`src/rtl/page_table_walker.sv`:
```
// Radix-tree page-table walker: one PTE read per level, permission check, leaf/fault result.
// Define PTW_SUPERPAGE_EN to accept aligned leaves above level 0.
module page_table_walker #(
  parameter int Levels        = 2,
  parameter int VpnSliceWidth = 10,
  parameter int PteSizeLog2   = 2,
  parameter int PpnWidth      = 22,
  localparam int PteWidth     = 8 << PteSizeLog2,
  localparam int PaddrWidth   = PpnWidth + 12,
  localparam int VpnWidth     = Levels * VpnSliceWidth,
  localparam int LvlWidth     = $clog2(Levels)
) (
  input  logic                  clk,
  input  logic                  rst,
  input  logic                  req_valid,
  output logic                  req_ready,
  input  logic [VpnWidth-1:0]   req_vpn,
  input  logic                  req_is_write,
  input  logic                  req_is_exec,
  input  logic [PpnWidth-1:0]   satp_ppn,
  output logic                  mem_req_valid,
  input  logic                  mem_req_ready,
  output logic [PaddrWidth-1:0] mem_req_addr,
  input  logic                  mem_resp_valid,
  input  logic [PteWidth-1:0]   mem_resp_data,
  output logic                  resp_valid,
  output logic                  resp_fault,
  output logic [PteWidth-1:0]   resp_pte,
  output logic [LvlWidth-1:0]   resp_level
);

  typedef enum logic [1:0] {
    IDLE,
    ISSUE,
    WAIT,
    DONE
  } state_e;

  state_e                state_q, state_d;
  logic [LvlWidth-1:0]   level_q;
  logic [PpnWidth-1:0]   table_ppn_q;
  logic [VpnWidth-1:0]   vpn_q;
  logic                  is_write_q;
  logic                  is_exec_q;
  logic [PteWidth-1:0]   pte_q;
  logic                  fault_q;

  logic                  accept;
  logic                  resp_take;
  logic                  fault_d;
  logic                  descend;
  logic [PpnWidth-1:0]   pte_ppn;
  logic [VpnSliceWidth-1:0] vpn_slice;
  logic pte_v, pte_r, pte_w, pte_x, pte_a, pte_d;

  assign accept    = (state_q == IDLE) && req_valid;
  assign resp_take = (state_q == WAIT) && mem_resp_valid;

  assign pte_v   = mem_resp_data[0];
  assign pte_r   = mem_resp_data[1];
  assign pte_w   = mem_resp_data[2];
  assign pte_x   = mem_resp_data[3];
  assign pte_a   = mem_resp_data[6];
  assign pte_d   = mem_resp_data[7];
  assign pte_ppn = mem_resp_data[10 +: PpnWidth];

  assign vpn_slice =
    vpn_q[int'(level_q)*VpnSliceWidth +: VpnSliceWidth];

`ifdef PTW_SUPERPAGE_EN
  logic misaligned;

  // Superpage leaves must have every PPN slice below their level clear.
  always_comb begin
    misaligned = 1'b0;
    for (int i = 0; i < Levels - 1; i++) begin
      if (i < int'(level_q) &&
          pte_ppn[i*VpnSliceWidth +: VpnSliceWidth] != '0)
        misaligned = 1'b1;
    end
  end
`endif

  always_comb begin
    fault_d = 1'b0;
    descend = 1'b0;
    if (!pte_v || (!pte_r && pte_w)) begin
      fault_d = 1'b1;
    end else if (pte_r || pte_x) begin
`ifdef PTW_SUPERPAGE_EN
      if (misaligned) fault_d = 1'b1;
`else
      if (level_q != '0) fault_d = 1'b1;
`endif
      if (!pte_a) fault_d = 1'b1;
      if (is_write_q) begin
        if (!pte_w || !pte_d) fault_d = 1'b1;
      end else if (is_exec_q) begin
        if (!pte_x) fault_d = 1'b1;
      end else if (!pte_r) begin
        fault_d = 1'b1;
      end
    end else if (level_q == '0) begin
      fault_d = 1'b1;
    end else begin
      descend = 1'b1;
    end
  end

  always_ff @(posedge clk) begin
    if (rst) state_q <= IDLE;
    else     state_q <= state_d;
  end

  always_comb begin
    state_d = state_q;
    unique case (state_q)
      IDLE:  if (req_valid) state_d = ISSUE;
      ISSUE: if (mem_req_ready) state_d = WAIT;
      WAIT:  if (mem_resp_valid) state_d = descend ? ISSUE : DONE;
      DONE:  state_d = IDLE;
    endcase
  end

  always_ff @(posedge clk) begin
    if (rst) begin
      level_q     <= '0;
      table_ppn_q <= '0;
      vpn_q       <= '0;
      is_write_q  <= 1'b0;
      is_exec_q   <= 1'b0;
      pte_q       <= '0;
      fault_q     <= 1'b0;
    end else begin
      if (accept) begin
        level_q     <= LvlWidth'(Levels - 1);
        table_ppn_q <= satp_ppn;
        vpn_q       <= req_vpn;
        is_write_q  <= req_is_write;
        is_exec_q   <= req_is_exec & ~req_is_write;
        fault_q     <= 1'b0;
      end
      if (resp_take) begin
        pte_q   <= mem_resp_data;
        fault_q <= fault_d;
        if (descend) begin
          table_ppn_q <= pte_ppn;
          level_q     <= level_q - LvlWidth'(1);
        end
      end
    end
  end

  assign req_ready     = (state_q == IDLE);
  assign mem_req_valid = (state_q == ISSUE);
  assign mem_req_addr  = (state_q == ISSUE) ?
    {table_ppn_q, vpn_slice, {PteSizeLog2{1'b0}}} : '0;
  assign resp_valid    = (state_q == DONE);
  assign resp_fault    = fault_q;
  assign resp_pte      = pte_q;
  assign resp_level    = level_q;

endmodule

```
`config.mk`:
```
export PLATFORM = sky130hd
export DESIGN_NAME = page_table_walker
export DESIGN_NICKNAME = d
export VERILOG_FILES = /design/src/rtl/page_table_walker.sv
export SDC_FILE = /design/constraint.sdc
export NUM_CORES = 1
export LEC_CHECK = 0
export BUFFER_PORTS_ARGS = -buffer_cell sky130_fd_sc_hd__buf_2
export CAP_MARGIN = 10
export CORE_MARGIN = 1.5
export CORE_UTILIZATION = 48
export DETAILED_ROUTE_END_ITERATION = 6
export PLACE_DENSITY = 0.8
export SLEW_MARGIN = 40
export SYNTH_ARGS = -nofsm -noshare
export SYNTH_HDL_FRONTEND = slang
export SYNTH_SLANG_ARGS = --single-unit
```
`constraint.sdc`:
```
create_clock -name clk -period 1.6 [get_ports clk]
set_input_delay 0.32 -clock clk [delete_from_list [all_inputs] [get_ports clk]]
set_output_delay 0.32 -clock clk [all_outputs]
set_load 0.005 [all_outputs]
```
# Word level (Yosys, flattened, before mapping)

Index checks and enable logic that the tools add are counted.

Muxes and demuxes: 26
Equal/unequal tests: 6
Reduce and logical (&&, ||, !) cells: 13
$mul: 1
Bitwise operators: 2
Shift operators: 1
Add/sub/neg operators: 1

Operators by type and width:

| cell                                                                     | number |
|---|---|
| 22-bit two-way mux                                                       | 3 |
| 34-bit two-way mux                                                       | 1 |
| 20-bit by 6-bit variable part select with 10-bit output                  | 1 |
| 1-bit two-way mux                                                        | 17 |
| 2-bit two-way mux                                                        | 4 |
| 2-bit case mux with 4 select lines                                       | 1 |
| 2-bit == test (second input constant)                                    | 2 |
| 1-bit zero test                                                          | 4 |
| 1-bit by 3-bit multiplier with 4-bit output (second input constant)      | 1 |
| 2-bit inequality test (second input constant)                            | 2 |
| 1-bit logical AND                                                        | 3 |
| 1-bit logical OR                                                         | 3 |
| 3-bit AND reduction                                                      | 1 |
| 2-bit by 1-bit == test with 1-bit output (second input constant)         | 1 |
| 2-bit zero test                                                          | 1 |
| 2-bit by 1-bit inequality test with 1-bit output (second input constant) | 1 |
| 2-bit nonzero test                                                       | 1 |
| 1-bit AND                                                                | 1 |
| 1-bit inverter                                                           | 1 |
| 1-bit subtractor (second input constant)                                 | 1 |

Logic and storage cells: 58
Bits in registers: 80
Output and inout bits: 71

# Longest topological paths before layout

Gate-level depths: netlist of run 1.

Depth after elaboration: 8
Mapped depth: 7
Gate-level depth less buffers: 4

# Worst setup path before layout of run 1

OpenSTA, ideal clock, no wires.

Path kind: reg-to-reg
Start point: register state_q[1]
End point: register table_ppn_q[11]
Path slack: 252 ps
Data required time: 1453 ps
Stages on the path, launching flop included: 7
Path buffers: 3
Library setup time: 147 ps
Data arrival time: 1201 ps
Path through: dfxtp_1 buf_4 and3b_1 buf_6 nand3_4 buf_2 a311oi_2

Longest elaborated chain between the ends: 5
Elaborated cells on any way between the ends: 7
Those cells by class: eq/ne: 1; mux: 3; reduce/logical: 3

Ends and longest elaborated chain:

| element                  | RTL line | text |
|---|---|---|
| start: declaration       | 39       | `state_e state_q, state_d;` |
| start signal: assignment | 112      | `else state_q <= state_d;` |
| 2-bit zero test          | 56       | `assign accept = (state_q == IDLE) && req_valid;` |
| 1-bit logical AND        | 56       |  |
| 22-bit two-way mux       | 135      | `if (accept) begin` |
| 22-bit two-way mux       | 146      | `if (descend) begin` |
| 22-bit two-way mux (*)   | 143      | `if (resp_take) begin` |
| end signal: assignment   | 137      | `table_ppn_q <= satp_ppn;` |
| end signal: assignment   | 147      | `table_ppn_q <= pte_ppn;` |
| end: declaration         | 41       | `logic [PpnWidth-1:0] table_ppn_q;` |

Mark *: on every way between the ends. The rest lies on a longest branch, timed or not.
A chain may end at the register's enable or synchronous reset.

# Worst setup path in the final report of run 1

Start point: register state_q[1]
End point: output port mem_req_addr[24]

Longest elaborated chain between the ends: 2

Ends and longest elaborated chain:

| element                                  | RTL line | text |
|---|---|---|
| 2-bit by 1-bit == test with 1-bit output | 156      | `assign mem_req_addr = (state_q == ISSUE) ?` |
| 34-bit two-way mux                       | 156      |  |
| end: declaration                         | 23       | `output logic [PaddrWidth-1:0] mem_req_addr,` |

Every way passes these cells.

==> impl_metrics.py, run 1 <==
metrics = {
    "clocking": {
        "clockBufferDepth": 2,
        "htreeDepth": 3,
        "cts_tree": "built",
        "cts_buffers": 9,
        "numClockSinks": 80,
        "clkLatencyLatePin_ns": 0.34,
        "clockRootBuffer": "clkbuf_8",
        "clk_pin_slew_worst_paths_ns": 0.08,
    },
    "logic_synthesis": {
        "avgSynthCellArea_um2": 8.016,
        "muxShareOfSynthArea_pct": 3.101,
        "synth_area_um2": 3551,
        "synth_top_family_by_area": "simple AND/OR/NAND/NOR gates",
        "synth_top_area_cell": "dfxtp_1",
        "synth.area.top_cells": "dfxtp_1 45%, nand2_1 16%, a311oi_2 9.3%, a21oi_1 8.0%, and2_1 4.2%",
        "synth-compound-area-share_pct": 18.71,
        "synth_xor_area_share_pct": 0,
        "ys_seq_elements": 80,
        "syn_inst": 443,
        "synth_top_area_share_pct": 45.10,
        "yosys.area_share.adder_pct": 0,
        "synthSimpleGateAreaFrac_pct": 27.17,
        "yosysSeqAreaShare_pct": 45.10,
        "yosys_warnings": 0,
        "yosysUniqueCellTypes": 26,
    },
    "pwr": {
        "p_per_area_nw_per_um2": 901.5,
        "vdd_drop_max_uv": 512.5,
        "power.static_leakage_nw": 2.124,
    },
    "setup_path": {
        "cp_slowest_cell": "dfxtp_4",
        "crit_family": "flip-flops",
        "worstSetupPathType": "reg2out",
        "startpoint": "state_q[1]$_SDFFE_PP0P_",
        "endpoint": "mem_req_addr[24]",
        "arrival_ns": 1.36,
        "cpPeakStageDelay_ns": 0.37,
        "rrSetupSlack_ns": 0.11,
        "worst-path-stages": 5,
        "r2r_end": "table_ppn_q[10]$_SDFF_PP0_",
        "critPathCaptureType": "primary output",
        "path_cells": "inv_4 -> nand2_8 -> clkinvlp_4 -> and2_1 -> buf_2",
        "reg2reg_depth": 6,
        "required_ns": 1.28,
        "path_buf_inv": 3,
        "timing.rr.start": "state_q[1]$_SDFFE_PP0P_",
        "worstSetupStartpointType": "register",
        "cp_max_fo": 6,
    },
    "floorplan": {
        "initial_core_util_pct": 49.22,
        "placementRows": 31,
        "fp.coreArea_um2": 7214,
        "dieArea_um2": 7923,
        "fp.dieH_um": 89.01,
        "io_pins": 152,
        "die_w_um": 89.01,
    },
    "global_routing": {
        "antenna_found_initial": 0,
        "grt_pass1_wl_mm": 15.08,
        "grt_max_degree": 51,
        "grtUsageMet2_pct": 40.43,
        "use_met3_pct": 7.110,
        "top_usage_layer": "met2",
        "grt_pass1_vias": 3199,
        "use_met1_pct": 30.28,
        "grt_usage_pct": 24.38,
        "grt-ovfl-total": 0,
    },
    "drt": {
        "drc": 0,
        "via_count": 3589,
        "ant_nets": 0,
        "dr.first_iter.drc_count": 143,
        "firstDrtPassIters": 5,
        "wire_per_inst_um": 14.93,
        "wl_mm": 10.36,
        "vias_per_cell": 5.171,
    },
    "cells_and_area": {
        "nNetsFinal": 672,
        "drive_gt1_share_pct": 39.50,
        "instances_no_fill": 694,
        "nFillCells": 603,
        "finish.utilization_pct": 67.41,
        "syn_to_final_growth_pct": 36.96,
        "insertedDiodeCount": 0,
    },
    "timing": {
        "maxSlewViolCount": 0,
        "fin_crit_sh_pct": 105.3,
        "fmax_mhz": 593.5,
        "setup_slack_ns": -0.08499,
        "hold_viol": 0,
        "post-route-min-period_ns": 1.685,
        "rsz0062_at_grt": "true",
        "setup_viol": 28,
        "skew_ns": 0.01128,
    },
    "run": {
        "maxCapViolCount": 0,
    },
    "placement": {
        "dp_hpwl_mm": 6.793,
        "place_inst": 670,
        "routabilityCongestion": 0.8992,
        "dp_slack_ns": -0.06228,
        "portBuffers": 149,
    },
    "run_status": {
        "violations": "setup timing",
        "status": "finished with violations",
    },
    "hold_path": {
        "min-delay-path-class": "in2reg",
    },
}
-- report_power, final --
part,internal (mW),leakage [nW],total (mW),switching (mW)
sequential,2.09,0.653,2.16,0.0639
combinational,0.342,1.37,0.738,0.396
clock,0.756,0.102,1.49,0.733
total,3.19,2.12,4.38,1.19
-- per-layer routing --
metal | vias up | wire length, µm
li1 | 1745 | -
met1 | 1684 | 4449
met2 | 142 | 5012
met3 | 18 | 668
met4 | 0 | 231
met5 | - | 0
-- Yosys cell counts --
cell and n:
a2111oi_0 1, a211o_1 1, a211oi_1 1, a21oi_1 57
a311oi_2 22, a31oi_1 1, and2_1 24, and3b_1 1
buf_2 9, buf_4 7, buf_6 2, clkbuf_1 19
conb_1 1, dfxtp_1 80, inv_1 4, mux2i_1 11
nand2_1 155, nand3_4 1, nand3b_1 3, nor2_1 35
nor2_4 1, nor2b_1 2, nor3_1 1, nor4b_4 1
o211ai_1 1, o21ai_0 2
-- per-stage QoR --
stage               cell area (µm²)  TNS [ns]  power, mW  hold WS, ns
CTS                            4701    -1.064      4.361       0.1947
detailed placement             4395    -1.207      2.844       0.4451
global placement               4395         0      2.821       0.4385
global route                   4863    -3.266      4.567       0.1885
floorplan                      3555         0      2.564       0.4357
finish                         4863    -1.336      4.385       0.2085
-- flip-flops by register name, summed over array words and instances (netlist names) --
signal	flops
vpn_q	20
is_exec_q	1
resp_pte	32
state_q	2
resp_level	1
table_ppn_q	22
is_write_q	1
resp_fault	1
-- final cells by class --
cell class	instances	area (µm²)	share of cell area, %
Timing Repair inverter	3	22.52	0.4631
Inverter	4	21.27	0.4374
Clock buffer	10	137.6	2.830
Sequential cell	80	1608	33.06
Timing Repair Buffer	170	1090	22.41
Clock inverter	5	57.56	1.183
Multi-Input combinational cell	323	1803	37.07
Tap cell	99	123.9	2.547
-- worst min-delay path by stage --
stage | start | end | slack [ns] | cells after the start
after floorplan | vpn_q[0]$_SDFFE_PP0P_ | vpn_q[0]$_SDFFE_PP0P_ | 0.44 | 2
after global placement | resp_pte[13]$_SDFFE_PP0P_ | resp_pte[13]$_SDFFE_PP0P_ | 0.44 | 2
after detailed placement | resp_pte[7]$_SDFFE_PP0P_ | resp_pte[7]$_SDFFE_PP0P_ | 0.45 | 2
after CTS | req_vpn[13] | vpn_q[13]$_SDFFE_PP0P_ | 0.19 | 3
after global routing | req_vpn[3] | vpn_q[3]$_SDFFE_PP0P_ | 0.19 | 3
final | req_vpn[13] | vpn_q[13]$_SDFFE_PP0P_ | 0.21 | 3
-- cells in the final DEF, fill, tap and decap left out, types with 9 or more instances in the layout --
cell      Yosys  layout
clkbuf_8      0      10
nand2_1     155     154
and2_1       24       9
a311oi_2     22      22
a21oi_1      57      57
buf_4         7      13
mux2i_1      11      11
nor2_1       35      34
buf_6         2      19
and2_4        0      15
buf_2         9     133
dfxtp_1      80      77
-- worst reg2reg max path, stage by stage (launching register included) --
cell and delay (ns):
dfxtp_4 0.36, buf_4 0.16, nor2_4 0.12, and2_1 0.22, buf_6 0.19, nand2_1 0.08
a311oi_2 0.26
-- cells by family (layout without fill, tap and decap cells) --
| family | after synthesis | after routing |
|---|---|---|
| AND/OR/NAND/NOR | 224 | 224 |
| AO/OA/AOI/OAI | 86 | 86 |
| flip-flops | 80 | 80 |
| buffers and inverters | 41 | 192 |
| multiplexers | 11 | 11 |
| other | 1 | 2 |
-- what timing repair did --
item | CTS | global route
buffers inserted | 2 | 2
gates cloned | 4 | 1
hold buffers | 0 | 0
endpoints found under the setup margin | 33 | 39
gates resized for setup | 22 | 28
pin swaps | 19 | 3
hold endpoints to repair | 0 | 0
(Power assumes the default switching activity.)
==> run 2, diff against run 1 <==
- ABC_AREA: default -> 1
- CORE_UTILIZATION: 48 -> 47
- PLACE_DENSITY: 0.8 -> 0.79
==> run 2 against run 1 <==
Largest power group unchanged. Clock skew hardly changed. Die area fell by 0.45%. Non-clock buffer count is 3 higher. First-iteration DRC count is 22% lower. Area after synthesis down 2.5%. Total power rose by 23%. Clock-buffer cell count grew 1. Cell count is 9.9% higher. The flow still finishes with violations (setup timing). Register-to-register slack better by 0.03 ns. Combinational power rose by 87%. Flip-flop and latch count is the same.
==> impl_metrics.py, run 2 <==
metrics = {
    "run_status": {
        "status": "finished with violations",
        "violations": "setup timing",
    },
    "cells_and_area": {
        "mostFrequentLayoutCell": "buf_2",
        "instances_no_fill": 763,
        "seq_area_um2": 1610,
        "largest_register_ffs": 32,
        "nFillCells": 632,
        "drive_gt1_share_pct": 34.79,
        "design_area_um2": 4807,
        "final_cell_mix": "149 x buf_2, 93 x nand2_1, 77 x nor2_1, 77 x dfxtp_1, 61 x inv_1",
        "multi_input_area_um2": 1588,
        "nNetsFinal": 740,
        "syn_to_final_growth_pct": 38.90,
        "insertedDiodeCount": 0,
    },
    "floorplan": {
        "fp.coreArea_um2": 7176,
        "initial_core_util_pct": 48.23,
        "die_w_um": 88.81,
        "placementRows": 31,
        "io_pins": 152,
        "dieArea_um2": 7887,
        "fp.dieH_um": 88.81,
    },
    "drt": {
        "firstDrtPassIters": 4,
        "drc": 0,
        "dr.first_iter.drc_count": 111,
        "wire_per_inst_um": 13.02,
        "via_count": 3707,
        "wl_mm": 9.936,
        "vias_per_cell": 4.858,
        "ant_nets": 0,
    },
    "pwr": {
        "power.static_leakage_nw": 2.443,
        "vdd_drop_max_uv": 658.4,
        "intPower_mw": 3.748,
        "comb_power_share_pct": 25.5,
        "seq_power_share_pct": 44.0,
        "p_per_area_nw_per_um2": 1125,
        "pwr-share-clk_pct": 30.5,
        "switching_share_pct": 30.70,
        "p_sw_mw": 1.660,
    },
    "setup_path": {
        "critPathCaptureType": "primary output",
        "worstSetupStartpointType": "register",
        "worstSetupPathType": "reg2out",
        "arrival_ns": 1.33,
        "required_ns": 1.28,
        "cp_max_fo": 16,
    },
    "clocking": {
        "cts_tree": "built",
        "clockRootBuffer": "clkbuf_8",
        "numClockSinks": 80,
        "hold_buffers": 0,
        "clockBufferDepth": 2,
        "htreeDepth": 3,
        "cts_buffers": 9,
        "clk_pin_slew_worst_paths_ns": 0.08,
        "clkLatencyLatePin_ns": 0.35,
    },
    "timing": {
        "skew_ns": 0.01132,
        "worst_slew_pin_slew_ns": 0.5479,
        "hold_slack_ns": 0.2210,
        "post-route-min-period_ns": 1.651,
        "relSlewSlack_pct": 63.43,
        "hold_viol": 0,
        "setup_slack_ns": -0.05148,
        "fmax_mhz": 605.5,
        "rsz0062_at_grt": "true",
        "fin_crit_sh_pct": 103.2,
        "setup_viol": 17,
        "maxSlewViolCount": 0,
    },
    "placement": {
        "placement.cell_area_um2": 4323,
        "routabilityCongestion": 0.8130,
        "place_inst": 736,
        "portBuffers": 149,
        "dp_hpwl_mm": 6.700,
        "dp_slack_ns": -0.02337,
    },
    "global_routing": {
        "antenna_found_initial": 0,
        "grt-ovfl-total": 0,
        "grt_max_degree": 41,
        "grt_usage_pct": 24.61,
        "grt_pass1_vias": 3349,
        "grt_pass1_wl_mm": 14.84,
    },
    "logic_synthesis": {
        "syn_inst": 505,
        "synthFlopType": "dfxtp_1",
        "synth_area_um2": 3461,
        "ys_seq_elements": 80,
        "ys_async_sr_fraction_pct": 0,
        "synth_top_area_share_pct": 46.28,
        "synth_edf_count": 0,
        "yosysUniqueCellTypes": 23,
        "avgSynthCellArea_um2": 6.853,
        "yosysSeqAreaShare_pct": 46.28,
        "synth_top_area_cell": "dfxtp_1",
        "synth_common_cells": "94 x nand2_1, 94 x nor2_1, 80 x dfxtp_1",
        "yosys_warnings": 0,
        "synth.area.top_cells": "dfxtp_1 46%, nand2_1 10%, nor2_1 10%, inv_1 6.7%, o21ai_0 5.2%",
    },
    "hold_path": {
        "min-delay-path-class": "in2reg",
    },
    "run": {
        "maxCapViolCount": 0,
    },
}
==> run 2: changes by cell type in the layout (fill, tap and decap cells not counted), moves of 11 or more <==
| cell | delta |
|---|---|
| and2_4 | -15 |
| nor2_2 | +11 |
| nand2_1 | -61 |
| inv_1 | +59 |
| buf_2 | +16 |
| o21ai_1 | +32 |
| mux2i_1 | -11 |
| a311oi_2 | -22 |
| o21ai_0 | +34 |
| nor2_1 | +43 |
| o21a_1 | +12 |
| buf_6 | -16 |
| a21oi_1 | -34 |
==> run 2: metrics by stage <==
stage	utilization [%]	power [mW]	TNS, ns
4_1_cts	64.78	5.319	-0.7067
3_5_place_dp	60.24	3.591	-0.03847
5_1_grt	66.99	5.703	-2.155
6_report	66.99	5.409	-0.2169
2_1_floorplan	-	3.148	0
3_3_place_gp	60.24	3.542	0
==> run 2: logic make-up (layout without fill, tap and decap cells) <==
| family | count (synthesis) | in the layout | synth area share, % |
|---|---|---|---|
| buffers and inverters | 100 | 258 | 11.57 |
| flip-flops | 80 | 80 | 46.28 |
| AO/OA/AOI/OAI | 125 | 125 | 19.78 |
| AND/OR/NAND/NOR | 199 | 199 | 22.27 |
| other | 1 | 2 | 0.1084 |
==> run 2: final timing paths <==
kind	start	slack (ns)	cells after the start	to
worst min-delay path	mem_resp_data[8]	0.22	3	resp_pte[8]$_SDFFE_PP0P_
worst max-delay path	state_q[0]$_SDFFE_PP0P_	-0.05	6	mem_req_addr[21]
worst min register to register	resp_pte[27]$_SDFFE_PP0P_	0.45	2	resp_pte[27]$_SDFFE_PP0P_
worst max register to register	state_q[1]$_SDFFE_PP0P_	0.14	8	table_ppn_q[5]$_SDFF_PP0_
==> run 2: timing repair <==
| action | in CTS | in global routing |
|---|---|---|
| gates cloned | 2 | 0 |
| endpoints found under the hold margin | 0 | 0 |
| setup buffers | 6 | 4 |
| endpoints found under the setup margin | 32 | 32 |
| pin swaps | 1 | 1 |
| gates resized for setup | 14 | 40 |
==> run 2: metal layers <==
layer / part of all wire [%] / vias to the layer above / GRT usage, %
met5: 0 / - / 0
met2: 51 / 139 / 43.46
met4: 1.1 / 0 / 9.517
met1: 41 / 1675 / 28.51
met3: 7.7 / 13 / 6.250
li1: - / 1880 / -
==> run 2: critical path: stages (launching register included) <==
cell     delay [ns]
dfxtp_2        0.36
inv_4          0.04
nor2_4         0.12
buf_6          0.15
inv_8          0.07
nor2_2         0.11
buf_2          0.13
==> run 2: cell type report <==
class,instances,share of cell area [%]
sequential,80,33.50
multi-input combinational,326,33.03
timing repair buffer,173,20.28
inverter,67,5.622
clock buffer,11,2.941
tap,99,2.577
clock inverter,5,1.666
timing repair inverter,2,0.3904
==> run 2: power groups by stage <==
stage               clock [mW]  sequential (mW)  combinational, mW
floorplan                    0             2.40              0.752
global placement             0             2.40               1.15
detailed placement           0             2.41               1.18
CTS                       1.68             2.37               1.27
global route              1.75             2.40               1.55
finish                    1.65             2.38               1.38
==> run 3, diff against run 2 <==
- CAP_MARGIN: 10 -> default
- REMOVE_ABC_BUFFERS: default -> 1
- SLEW_MARGIN: 40 -> 5
==> run 3 against run 2 <==
The run still ends with setup timing left. Combinational power down 4%. Design area down 2.7%. Total power down 5.4%. Worst setup slack better by 0.039 ns. Die area unchanged. Core utilization down 1.8 points. Critical path type unchanged. Maximum frequency up 2.4%.
==> impl_metrics.py, run 3 (same netlist as run 2, synthesis figures left out) <==
metrics = {
    "setup_path": {
        "crit_family": "buffers and inverters",
        "cp_max_fo": 17,
        "worstSetupStartpointType": "register",
        "worstSetupPathType": "reg2out",
        "required_ns": 1.28,
        "critPathCaptureType": "primary output",
        "arrival_ns": 1.29,
        "path_buf_inv": 4,
        "cpPeakStageDelay_ns": 0.34,
        "path_cells": "inv_2 -> nor2_4 -> buf_6 -> inv_8 -> nor2_1 -> buf_2",
        "cp_slowest_cell": "dfxtp_2",
    },
    "clocking": {
        "clkLatencyLatePin_ns": 0.34,
        "htreeDepth": 3,
        "clockBufferDepth": 2,
        "cts_tree": "built",
        "numClockSinks": 80,
        "clk_pin_slew_worst_paths_ns": 0.08,
        "hold_buffers": 0,
        "cts_buffers": 9,
        "clockRootBuffer": "clkbuf_8",
    },
    "timing": {
        "maxSlewViolCount": 0,
        "fmax_mhz": 620.2,
        "post-route-min-period_ns": 1.612,
        "fin_crit_sh_pct": 100.8,
        "relSlewSlack_pct": 40.22,
        "worst_slew_pin_slew_ns": 0.8934,
        "rsz0062_at_grt": "true",
        "skew_ns": 0.01070,
        "setup_slack_ns": -0.01229,
        "final.setup.tns_ns": -0.01385,
        "setup_viol": 2,
        "hold_viol": 0,
    },
    "placement": {
        "portBuffers": 149,
        "routabilityCongestion": 0.7918,
        "placement.cell_area_um2": 4330,
        "dp_hpwl_mm": 6.610,
        "dp_slack_ns": -0.03444,
    },
    "drt": {
        "vias_per_cell": 4.831,
        "ant_nets": 0,
        "wl_mm": 9.512,
        "dr.first_iter.drc_count": 138,
        "wire_per_inst_um": 12.55,
        "firstDrtPassIters": 4,
        "via_count": 3662,
        "drc": 0,
    },
    "pwr": {
        "power.static_leakage_nw": 2.413,
        "p_per_area_nw_per_um2": 1094,
        "p_sw_mw": 1.565,
        "intPower_mw": 3.551,
        "pwr-share-clk_pct": 27.9,
        "switching_share_pct": 30.59,
        "vdd_drop_max_uv": 805.1,
        "comb_power_share_pct": 25.9,
        "power.total_mw": 5.115,
        "seq_power_share_pct": 46.2,
    },
    "global_routing": {
        "antenna_found_initial": 0,
        "grt_pass1_vias": 3248,
        "grt_usage_pct": 23.49,
        "grt-ovfl-total": 0,
        "grt_pass1_wl_mm": 14.28,
        "grt_max_degree": 37,
    },
    "floorplan": {
        "placementRows": 31,
        "fp.coreArea_um2": 7176,
        "dieArea_um2": 7887,
        "die_w_um": 88.81,
        "fp.dieH_um": 88.81,
        "initial_core_util_pct": 48.23,
        "io_pins": 152,
    },
    "cells_and_area": {
        "insertedDiodeCount": 0,
        "mostFrequentLayoutCell": "buf_2",
        "finish.utilization_pct": 65.16,
        "drive_gt1_share_pct": 33.99,
        "design_area_um2": 4676,
        "largest_register_ffs": 32,
        "syn_to_final_growth_pct": 35.10,
        "nNetsFinal": 736,
        "nFillCells": 635,
        "final_cell_mix": "149 x buf_2, 94 x nand2_1, 78 x dfxtp_1",
    },
    "hold_path": {
        "min-delay-path-class": "in2reg",
    },
    "run_status": {
        "violations": "setup timing",
        "status": "finished with violations",
    },
    "run": {
        "maxCapViolCount": 0,
    },
}
==> run 3: power by group through the flow <==
| stage | logic [mW] | clock network (mW) | registers [mW] |
|---|---|---|---|
| 4_1_cts | 1.29 | 1.47 | 2.36 |
| 2_1_floorplan | 0.685 | 0 | 2.40 |
| 3_3_place_gp | 1.15 | 0 | 2.39 |
| 3_5_place_dp | 1.19 | 0 | 2.41 |
| 6_report | 1.32 | 1.43 | 2.36 |
| 5_1_grt | 1.49 | 1.55 | 2.39 |
==> run 3: path summary, 6_finish.rpt <==
kind,endpoint,startpoint,depth (start not counted),slack [ns]
setup / recovery,mem_req_addr[13],state_q[0]$_SDFFE_PP0P_,6,-0.01
hold / removal,is_exec_q$_SDFFE_PP0P_,req_is_exec,3,0.22
setup reg to reg,table_ppn_q[6]$_SDFF_PP0_,resp_level$_SDFF_PP0_,5,0.12
hold reg to reg,resp_pte[28]$_SDFFE_PP0P_,resp_pte[28]$_SDFFE_PP0P_,2,0.45
==> run 3: worst min-delay path: stages <==
cell and delay (ns):
buf_2 0.09, nand2_1 0.05, a21oi_1 0.05
==> run 3: metrics by stage <==
step,hold slack [ns],cells
4_1_cts,0.2079,758
3_5_place_dp,0.4348,737
5_1_grt,0.2099,758
6_report,0.2193,758
2_1_floorplan,0.3891,473
3_3_place_gp,0.4315,737
==> run 3: final cells by class <==
cell class                      instances  area (µm²)  area share (%)
Clock inverter                          4       45.04          0.9633
Timing Repair inverter                  1       16.27          0.3479
Clock buffer                           11       141.4           3.024
Timing Repair Buffer                  170       935.9           20.02
Inverter                               67       259.0           5.539
Tap cell                               99       123.9           2.649
Multi-Input combinational cell        326        1550           33.16
Sequential cell                        80        1604           34.31
==> run 3: repair_timing <==
| item | 4_1_cts | 5_1_grt |
|---|---|---|
| endpoints found under the setup margin | 32 | 32 |
| gates cloned | 1 | 0 |
| buffers inserted | 5 | 0 |
| resized for setup | 27 | 13 |
| pin swaps | 1 | 1 |
==> run 3: layer usage <==
metal / wire length [µm] / GRT usage, % / up-vias
li1: - / - / 1876
met1: 4138 / 27.45 / 1639
met2: 4543 / 41.32 / 138
met3: 736 / 6.157 / 9
met4: 93 / 8.523 / 0
met5: 0 / 0 / -
